==> src/rtl/dpram_pkg.sv <==
// Shared definitions for the true dual-port RAM: read-during-write mode codes,
// controller states and the per-lane even-parity helper.
package dpram_pkg;

  localparam int RDW_READ_FIRST  = 0;
  localparam int RDW_WRITE_FIRST = 1;

  // Upper bounds for the parity helper; callers zero-extend and truncate.
  localparam int MAX_DATA_WIDTH = 256;
  localparam int MAX_LANES      = 64;

  typedef enum logic {
    CLEAR,
    READY
  } state_e;

  // Even parity per lane: the bit that makes the lane plus parity have an even count of ones.
  function automatic logic [MAX_LANES-1:0] lane_parity(input logic [MAX_DATA_WIDTH-1:0] data,
                                                       input int                        byte_width);
    logic [MAX_LANES-1:0] par;
    par = '0;
    for (int b = 0; b < MAX_DATA_WIDTH; b++) begin
      if ((b / byte_width) < MAX_LANES) par[b / byte_width] ^= data[b];
    end
    return par;
  endfunction

endpackage

==> src/rtl/dpram_rd_stage.sv <==
// Per-port read output stage: registered read data (held between reads),
// one-cycle valid strobe and optional parity check of the returned word.
module dpram_rd_stage
  import dpram_pkg::*;
#(
  parameter  int DATA_WIDTH = 32,
  parameter  int BYTE_WIDTH = 8,
  parameter  bit PARITY_EN  = 1'b0,
  localparam int NUM_LANES  = DATA_WIDTH / BYTE_WIDTH
) (
  input  logic                  clk,
  input  logic                  rst_n,
  input  logic                  rd_en_i,
  input  logic [DATA_WIDTH-1:0] rd_data_i,
  input  logic [NUM_LANES-1:0]  rd_par_i,
  input  logic                  rd_oor_i,
  output logic [DATA_WIDTH-1:0] rdata_o,
  output logic                  rvalid_o,
  output logic                  parity_err_o
);

  logic [DATA_WIDTH-1:0] rdata_q, rdata_d;
  logic                  rvalid_q;
  logic                  parity_err_q, parity_err_d;

  // NOTE: every combinational output gets a default before any condition, so no latch is inferred.
  always_comb begin
    rdata_d = rdata_q;
    if (rd_en_i) rdata_d = rd_data_i;
  end

  if (PARITY_EN) begin : g_parity
    assign parity_err_d = rd_en_i && !rd_oor_i &&
                          (NUM_LANES'(lane_parity(MAX_DATA_WIDTH'(rd_data_i), BYTE_WIDTH)) != rd_par_i);
  end else begin : g_no_parity
    logic unused_par;
    assign unused_par   = ^{rd_par_i, rd_oor_i};
    assign parity_err_d = 1'b0;
  end

  // NOTE: sequential state uses non-blocking assignments so all registers update together at the edge.
  always_ff @(posedge clk or negedge rst_n) begin
    if (!rst_n) begin
      rdata_q      <= '0;
      rvalid_q     <= 1'b0;
      parity_err_q <= 1'b0;
    end else begin
      rdata_q      <= rdata_d;
      rvalid_q     <= rd_en_i;
      parity_err_q <= parity_err_d;
    end
  end

  assign rdata_o      = rdata_q;
  assign rvalid_o     = rvalid_q;
  assign parity_err_o = parity_err_q;

endmodule

==> src/rtl/dual_port_ram_tdp.sv <==
// True dual-port RAM with byte enables, post-reset clear sequence and collision flag.
// Define DPRAM_PARITY_EN to store and check one even-parity bit per byte lane.
module dual_port_ram_tdp
  import dpram_pkg::*;
#(
  parameter  int DATA_WIDTH = 32,
  parameter  int BYTE_WIDTH = 8,
  parameter  int ADDR_WIDTH = 4,
  parameter  int DEPTH      = 16,
  parameter  int RDW_MODE   = RDW_READ_FIRST,
  localparam int NUM_LANES  = DATA_WIDTH / BYTE_WIDTH
) (
  input  logic                  clk,
  input  logic                  rst_n,
  input  logic                  en_0,
  input  logic                  we_0,
  input  logic [NUM_LANES-1:0]  be_0,
  input  logic [ADDR_WIDTH-1:0] addr_0,
  input  logic [DATA_WIDTH-1:0] wdata_0,
  input  logic                  en_1,
  input  logic                  we_1,
  input  logic [NUM_LANES-1:0]  be_1,
  input  logic [ADDR_WIDTH-1:0] addr_1,
  input  logic [DATA_WIDTH-1:0] wdata_1,
  output logic [DATA_WIDTH-1:0] rdata_0,
  output logic [DATA_WIDTH-1:0] rdata_1,
  output logic                  rvalid_0,
  output logic                  rvalid_1,
  output logic                  collision,
  output logic                  init_busy,
  output logic                  parity_err_0,
  output logic                  parity_err_1
);

  localparam logic [ADDR_WIDTH:0]   DEPTH_W   = (ADDR_WIDTH + 1)'(DEPTH);
  localparam logic [ADDR_WIDTH-1:0] LAST_ADDR = ADDR_WIDTH'(DEPTH - 1);
`ifdef DPRAM_PARITY_EN
  localparam bit PARITY_EN = 1'b1;
`else
  localparam bit PARITY_EN = 1'b0;
`endif

  state_e                state_q, state_d;
  logic [ADDR_WIDTH-1:0] cnt_q, cnt_d;
  logic                  collision_q;

  logic [DATA_WIDTH-1:0] mem [DEPTH];
`ifdef DPRAM_PARITY_EN
  logic [NUM_LANES-1:0]  par_mem [DEPTH];
`endif

  logic [1:0]                 p_en, p_we, in_range, wr, rd;
  logic [1:0][NUM_LANES-1:0]  p_be, rd_par;
  logic [1:0][ADDR_WIDTH-1:0] p_addr;
  logic [1:0][DATA_WIDTH-1:0] p_wdata, rd_word, rdata_a;
  logic [1:0]                 rvalid_a, perr_a;
  logic                       ready, same_addr;

  assign p_en    = {en_1, en_0};
  assign p_we    = {we_1, we_0};
  assign p_be    = {be_1, be_0};
  assign p_addr  = {addr_1, addr_0};
  assign p_wdata = {wdata_1, wdata_0};

  assign ready     = (state_q == READY);
  assign same_addr = (addr_0 == addr_1);

  always_comb begin
    for (int p = 0; p < 2; p++) begin
      in_range[p] = ({1'b0, p_addr[p]} < DEPTH_W);
      wr[p]       = ready && p_en[p] && p_we[p] && in_range[p];
      rd[p]       = ready && p_en[p] && !p_we[p];
    end
  end

  always_comb begin
    state_d = state_q;
    cnt_d   = cnt_q;
    case (state_q)
      CLEAR: begin
        cnt_d = cnt_q + 1'b1;
        if (cnt_q == LAST_ADDR) begin
          state_d = READY;
          cnt_d   = '0;
        end
      end
      READY: ;
    endcase
  end

  always_ff @(posedge clk or negedge rst_n) begin
    if (!rst_n) begin
      state_q     <= CLEAR;
      cnt_q       <= '0;
      collision_q <= 1'b0;
    end else begin
      state_q     <= state_d;
      cnt_q       <= cnt_d;
      collision_q <= wr[0] && wr[1] && same_addr;
    end
  end

  // NOTE: the array has no reset; the CLEAR sequence zeroes it one word per cycle instead.
  // Port 1 is applied first so port 0's later assignment wins on shared lanes.
  always_ff @(posedge clk) begin
    if (!ready) begin
      mem[cnt_q] <= '0;
`ifdef DPRAM_PARITY_EN
      par_mem[cnt_q] <= '0;
`endif
    end else begin
      for (int p = 1; p >= 0; p--) begin
        for (int i = 0; i < NUM_LANES; i++) begin
          if (wr[p] && p_be[p][i]) begin
            mem[p_addr[p]][i*BYTE_WIDTH +: BYTE_WIDTH] <= p_wdata[p][i*BYTE_WIDTH +: BYTE_WIDTH];
`ifdef DPRAM_PARITY_EN
            par_mem[p_addr[p]][i] <= ^p_wdata[p][i*BYTE_WIDTH +: BYTE_WIDTH];
`endif
          end
        end
      end
    end
  end

  // The array is read before this edge's write lands, giving read-first by default;
  // write-first splices the other port's enabled lanes into the returned word.
  always_comb begin
    rd_word = '0;
    rd_par  = '0;
    for (int p = 0; p < 2; p++) begin
      if (in_range[p]) begin
        rd_word[p] = mem[p_addr[p]];
`ifdef DPRAM_PARITY_EN
        rd_par[p] = par_mem[p_addr[p]];
`endif
        if (RDW_MODE == RDW_WRITE_FIRST && wr[1-p] && same_addr) begin
          for (int i = 0; i < NUM_LANES; i++) begin
            if (p_be[1-p][i]) begin
              rd_word[p][i*BYTE_WIDTH +: BYTE_WIDTH] = p_wdata[1-p][i*BYTE_WIDTH +: BYTE_WIDTH];
              rd_par[p][i] = ^p_wdata[1-p][i*BYTE_WIDTH +: BYTE_WIDTH];
            end
          end
        end
      end
    end
  end

  for (genvar p = 0; p < 2; p++) begin : g_rd
    dpram_rd_stage #(
      .DATA_WIDTH (DATA_WIDTH),
      .BYTE_WIDTH (BYTE_WIDTH),
      .PARITY_EN  (PARITY_EN)
    ) u_rd_stage (
      .clk          (clk),
      .rst_n        (rst_n),
      .rd_en_i      (rd[p]),
      .rd_data_i    (rd_word[p]),
      .rd_par_i     (rd_par[p]),
      .rd_oor_i     (!in_range[p]),
      .rdata_o      (rdata_a[p]),
      .rvalid_o     (rvalid_a[p]),
      .parity_err_o (perr_a[p])
    );
  end

  assign rdata_0      = rdata_a[0];
  assign rdata_1      = rdata_a[1];
  assign rvalid_0     = rvalid_a[0];
  assign rvalid_1     = rvalid_a[1];
  assign parity_err_0 = perr_a[0];
  assign parity_err_1 = perr_a[1];
  assign collision    = collision_q;
  assign init_busy    = (state_q == CLEAR);

endmodule
==> config.mk <==
export PLATFORM = sky130hd
export DESIGN_NAME = dual_port_ram_tdp
export DESIGN_NICKNAME = d
export VERILOG_FILES = /design/src/rtl/dpram_pkg.sv /design/src/rtl/dpram_rd_stage.sv /design/src/rtl/dual_port_ram_tdp.sv
export SDC_FILE = /design/constraint.sdc
export NUM_CORES = 1
export LEC_CHECK = 0
export CORE_ASPECT_RATIO = 1.5
export CORE_MARGIN = 8
export CORE_UTILIZATION = 46
export DETAILED_ROUTE_END_ITERATION = 8
export GPL_ROUTABILITY_DRIVEN = 1
export PLACE_DENSITY = 0.7
export SLEW_MARGIN = 20
export SYNTH_ARGS = -nofsm -noshare
export SYNTH_HDL_FRONTEND = slang
export SYNTH_SLANG_ARGS = --single-unit
==> constraint.sdc <==
create_clock -name clk -period 3 [get_ports clk]
set_clock_uncertainty 0.05 [all_clocks]
set_input_delay 0.6 -clock clk [delete_from_list [all_inputs] [get_ports clk]]
set_output_delay 0.6 -clock clk [all_outputs]
set_load 0.005 [all_outputs]
Word-level counts from Yosys, hierarchy flattened. Memory sizes are Yosys's and may differ from the RTL's. A register that Yosys moved wholly into a read port is not among the register bits. Index checks and enable logic that the tools add are counted.

Flip-flop bits (word level): 8. Bits in latches: 0. RAM bits: 512. Memory bits (read-only): 0. Output and inout port bits: 70. Word-level logic and storage cells: 62. Memories: 1.

Memory list: mem (depth 16, width 32, read ports 2, clocked after memory_dff 2, write ports 2, RTL line dual_port_ram_tdp.sv:47) `logic [DATA_WIDTH-1:0] mem [DEPTH];`.

Add/subtract/negate cells: 1. Multiply operators: 0. Divide/modulo/power cells: 0. $lt $le $gt $ge: 0. Equality and inequality tests: 2. Shift operators: 0. Multiplexer cells: 31. Bitwise logic cells: 1. Reduce and logical (&&, ||, !) cells: 21.

Operators by type and width (count): $mux 32 (1); $reduce_or 32->1 (1); $mux 1 (27); $logic_and 1x1->1 (16); $mux 4 (3); $add 4x1->4 const B (1); $eq 4x4->1 (1); $eq 4x4->1 const B (1); $logic_not 1->1 (4); $not 1->1 (1).

Logic depth before layout (Yosys ltp).
Word-level depth: 8. Mapped depth: 8. Depth with buffers taken out: 5.

Modules after synthesis. From an unflattened synthesis, not the netlist that was laid out.

Cell total of the unflattened synthesis: 2077. Area total of the unflattened synthesis: 33677.3 um^2.

By module, submodules not included: dual_port_ram_tdp (instances 1, cells an instance 1935, area each 30914.6 um^2); dpram_rd_stage (instances 2, cells an instance 71, area each 1381.3 um^2).

Worst setup path after synthesis. No wires, ideal clock.

Path kind: input port to flip-flop. Start: input be_1[1]. End: memory mem[7][16], enable pin. Setup time: 388 ps. Arrival: 2321 ps. Data required time: 2562 ps. Setup slack: 241 ps. Stages on the path: 6. Buffers on the path: 2. Path through: nor4_2 -> nor2_2 -> buf_6 -> mux2_4 -> buf_6 -> o32ai_1.

RTL lines: start, declared (RTL line dual_port_ram_tdp.sv:22) `input logic [NUM_LANES-1:0] be_1,`; end, declared (RTL line dual_port_ram_tdp.sv:47).

Worst setup path in the final report.
Start: register state_q (netlist: ready). End: output init_busy.

Longest elaborated chain between the ends: 1.

Ends and longest elaborated chain: start, declared (RTL line dual_port_ram_tdp.sv:43) `state_e state_q, state_d;`; start signal, assigned (RTL line dual_port_ram_tdp.sv:97) `state_q <= state_d;`; $not 1->1; end, declared (RTL line dual_port_ram_tdp.sv:30) `output logic init_busy,`.

No other way between the ends.

==> results.yml <==
timing:
  rsz0062_at_grt: "no"
  slew_headroom_pct: 46.2
  setup_slack_ps: 342
  finalSetupViolCount: 0
  finalCritPeriodShare_pct: 88.6
  min_period_ps: 2660
  holdWs_ps: 493
  drv_slew: 0
  worst_pin_slew_ps: 805
  final_hold_viol_count: 0
  max_freq_mhz: 376
logic_synthesis:
  async_reset_ff_share_pct: 12.3
  yosysWarningCount: 0
  synth_ff_type: "edfxtp_1"
  postSynthAreaPerCell_um2: 14.2
  synth_cell_types: 52
  ys_ff_latch: 584
  synth_edf_count: 512
  syn_area_mm2: 0.0337
  yosysSeqAreaShare_pct: 51.0
  syn_inst: 2379
cts:
  numClockSinks: 584
  clk_path_buf_depth: 3
  cts_root_buf: "clkbuf_16"
  path_clk_slew_ps: 70
  cts_tree: "done"
  numCtsBuffers: 54
  cts_resized: 0
  clk_latency_ps: 620
  htreeDepth: 2
power_and_ir_drop:
  power_density_mw_per_mm2: 464
  ir_worst_vdd_v: 0.000398
  p_leak_nw: 15.5
grt:
  grt_pass1_wl_mm: 169
  antenna_found_initial: 3
  grt-ovfl-total: 0
  grt_pass1_vias: 24967
  grt_max_degree: 66
  grt_use_total_pct: 28.0
finish:
  layout_commonest_cell: "edfxtp_1"
  final_cell_mix: "512 x edfxtp_1, 497 x mux2_2, 260 x mux2i_1, 205 x buf_4, 147 x clkdlybuf4s50_1"
  area_delta_synth_final_pct: 17.8
  final_cells: 3591
  drive_gt1_share_pct: 39.9
  final_nets: 2707
  final_cell_area_mm2: 0.0397
worst_hold_path:
  hp-start: "g_rd[1].u_rd_stage.rdata_o[27]"
  hold_class: "reg -> reg"
critical_path:
  path_buf_inv: 3
  cp-end-kind: "primary output"
  arrival_ps: 2010
  slowest_stage: "clkdlybuf4s50_1"
  cp_top_family: "buffers and inverters"
  max_stage_delay_ps: 570
  critPathLaunchType: "register"
  crit_start: "ready"
  path_class: "reg -> out"
  cp_max_fo: 7
  r2r_start: "ready"
  path_cells: "buf_4, inv_1, clkdlybuf4s50_1"
  worstPathRequired_ps: 2350
detailed_routing:
  via_count: 23952
  wirelength_mm: 118
  drc_errors: 0
  firstDrtPassIters: 5
  drtIter0Drc: 2812
  wl_per_cell_um: 32.9
  viasPerCell: 6.67
  ant_nets: 0
floorplanning:
  core_area_mm2: 0.0725
  die_h_um: 347
  io_pins: 156
  start_util_pct: 46.4
  die_area_mm2: 0.0823
  fp.dieW_um: 237
  std_cell_rows: 121
placed_design:
  dp_cells: 3485
  numPortBuffers: 153
  post-place-ws_ps: -209
  place.detailed.hpwl_mm: 78.5
  globalplace.congestion: 0.937
  placedInstanceArea_mm2: 0.0379
outcome:
  status: "complete, no violations"
run:
  drv_cap: 0
==> worst paths after layout <==
kind,to,slack (ps),cells past startpoint
setup / recovery,init_busy,340,3
hold / removal,g_rd[1].u_rd_stage.rdata_o[27],490,2
setup reg to reg,mem[4][24],600,5
hold reg to reg,g_rd[1].u_rd_stage.rdata_o[27],490,2
max in group asynchronous,g_rd[0].u_rd_stage.rdata_o[7],1670,3
min in group asynchronous,g_rd[0].u_rd_stage.rdata_o[29],540,2
==> synth_stat cells (3+ instances only) <==
cell type  instances  area share, %
o31ai_1           45            1.0
edfxtp_1         512             46
mux2_1            16           0.53
o32ai_1           18           0.47
mux2i_1          260            7.7
buf_2             80            1.2
nand2_1           69           0.77
nor2_4            20           0.67
nand2_2           44           0.82
nand4_1           24           0.45
nand2b_1           4          0.074
a21oi_1           24           0.36
and2_1            19           0.35
mux2i_2            7           0.29
mux2_2           497             17
dfrtp_1           72            5.3
buf_1              6          0.067
nor3_2             6           0.18
clkbuf_1         101            1.1
a31oi_1           63            1.2
nor2b_1           12           0.22
nor2_1           106            1.2
xor2_1             3          0.078
clkbuf_2           5          0.074
nand3b_1           3          0.067
and2_0            22           0.41
mux4_2           126            8.4
a22oi_1           96            2.1
buf_6              4           0.13
buf_4             19           0.42
or2_2              4          0.074
o22ai_1           64            1.2
==> report_power, final <==
part | leakage, nW | internal (mW) | total (mW) | switching (mW)
Combinational | 8.18 | 1.02 | 2.25 | 1.23
Sequential | 6.41 | 8.96 | 9.07 | 0.108
Clock | 0.880 | 3.94 | 7.07 | 3.13
==> through the flow <==
| step | TNS, ps | total power, mW | util [%] |
|---|---|---|---|
| after floorplan | 0 | 10.4 | - |
| after global placement | -10930 | 11.4 | 52.2 |
| after detailed placement | -14900 | 11.4 | 52.2 |
| after CTS | 0 | 18.4 | 54.7 |
| after global routing | 0 | 18.8 | 54.7 |
| final | 0 | 18.4 | 54.7 |
==> cell type report <==
type / instances / area, µm²
fill: 5755 / 32900
inverter: 2 / 7.51
timing repair buffer: 399 / 3920
multi-input combinational: 1579 / 15600
tap: 922 / 1150
sequential: 584 / 17200
antenna: 3 / 7.51
clock buffer: 74 / 1540
clock inverter: 28 / 251
==> layer usage <==
metal / vias up / GRT usage (%) / part of all wire [%] / wire [µm]
li1: 9917 / - / - / -
met4: 2 / 18.5 / 7.5 / 8820
met2: 1557 / 46.2 / 48 / 56700
met1: 12021 / 32.8 / 35 / 41300
met3: 455 / 5.69 / 9.5 / 11300
met5: - / 0 / 0.011 / 13
==> worst reg2reg max path: cells and delay by family (launching register included) <==
kind | cells | cell delay [ps]
buf+inv | 1 | 320
simple gates | 3 | 1220
flops | 1 | 360
mux | 1 | 320
==> registers in the layout, indices dropped and copies added, names as in the netlist <==
signal	count
cnt_q	4
collision	1
g_rd.u_rd_stage.rdata_o	64
g_rd.u_rd_stage.rvalid_o	2
mem	512
ready	1
==> kinds of logic after synthesis <==
family,after synthesis,share of synthesized area [%]
other,1,0.0111
AOI/OAI and AO/OA,316,6.50
buffers and inverters,217,3.04
adders and majority gates,1,0.0371
DFF,584,51.0
and+or+nand+nor,348,5.65
muxes,907,33.6
xor gates and xnor gates,5,0.130
==> timing repair <==
| item | in CTS | in global routing |
|---|---|---|
| endpoints found under the hold margin | 15 | 0 |
| hold buffers | 1 | 0 |
| setup endpoints to repair | 0 | 0 |
| buffers inserted | 0 | 0 |
Power figures use the tool's default switching activity.
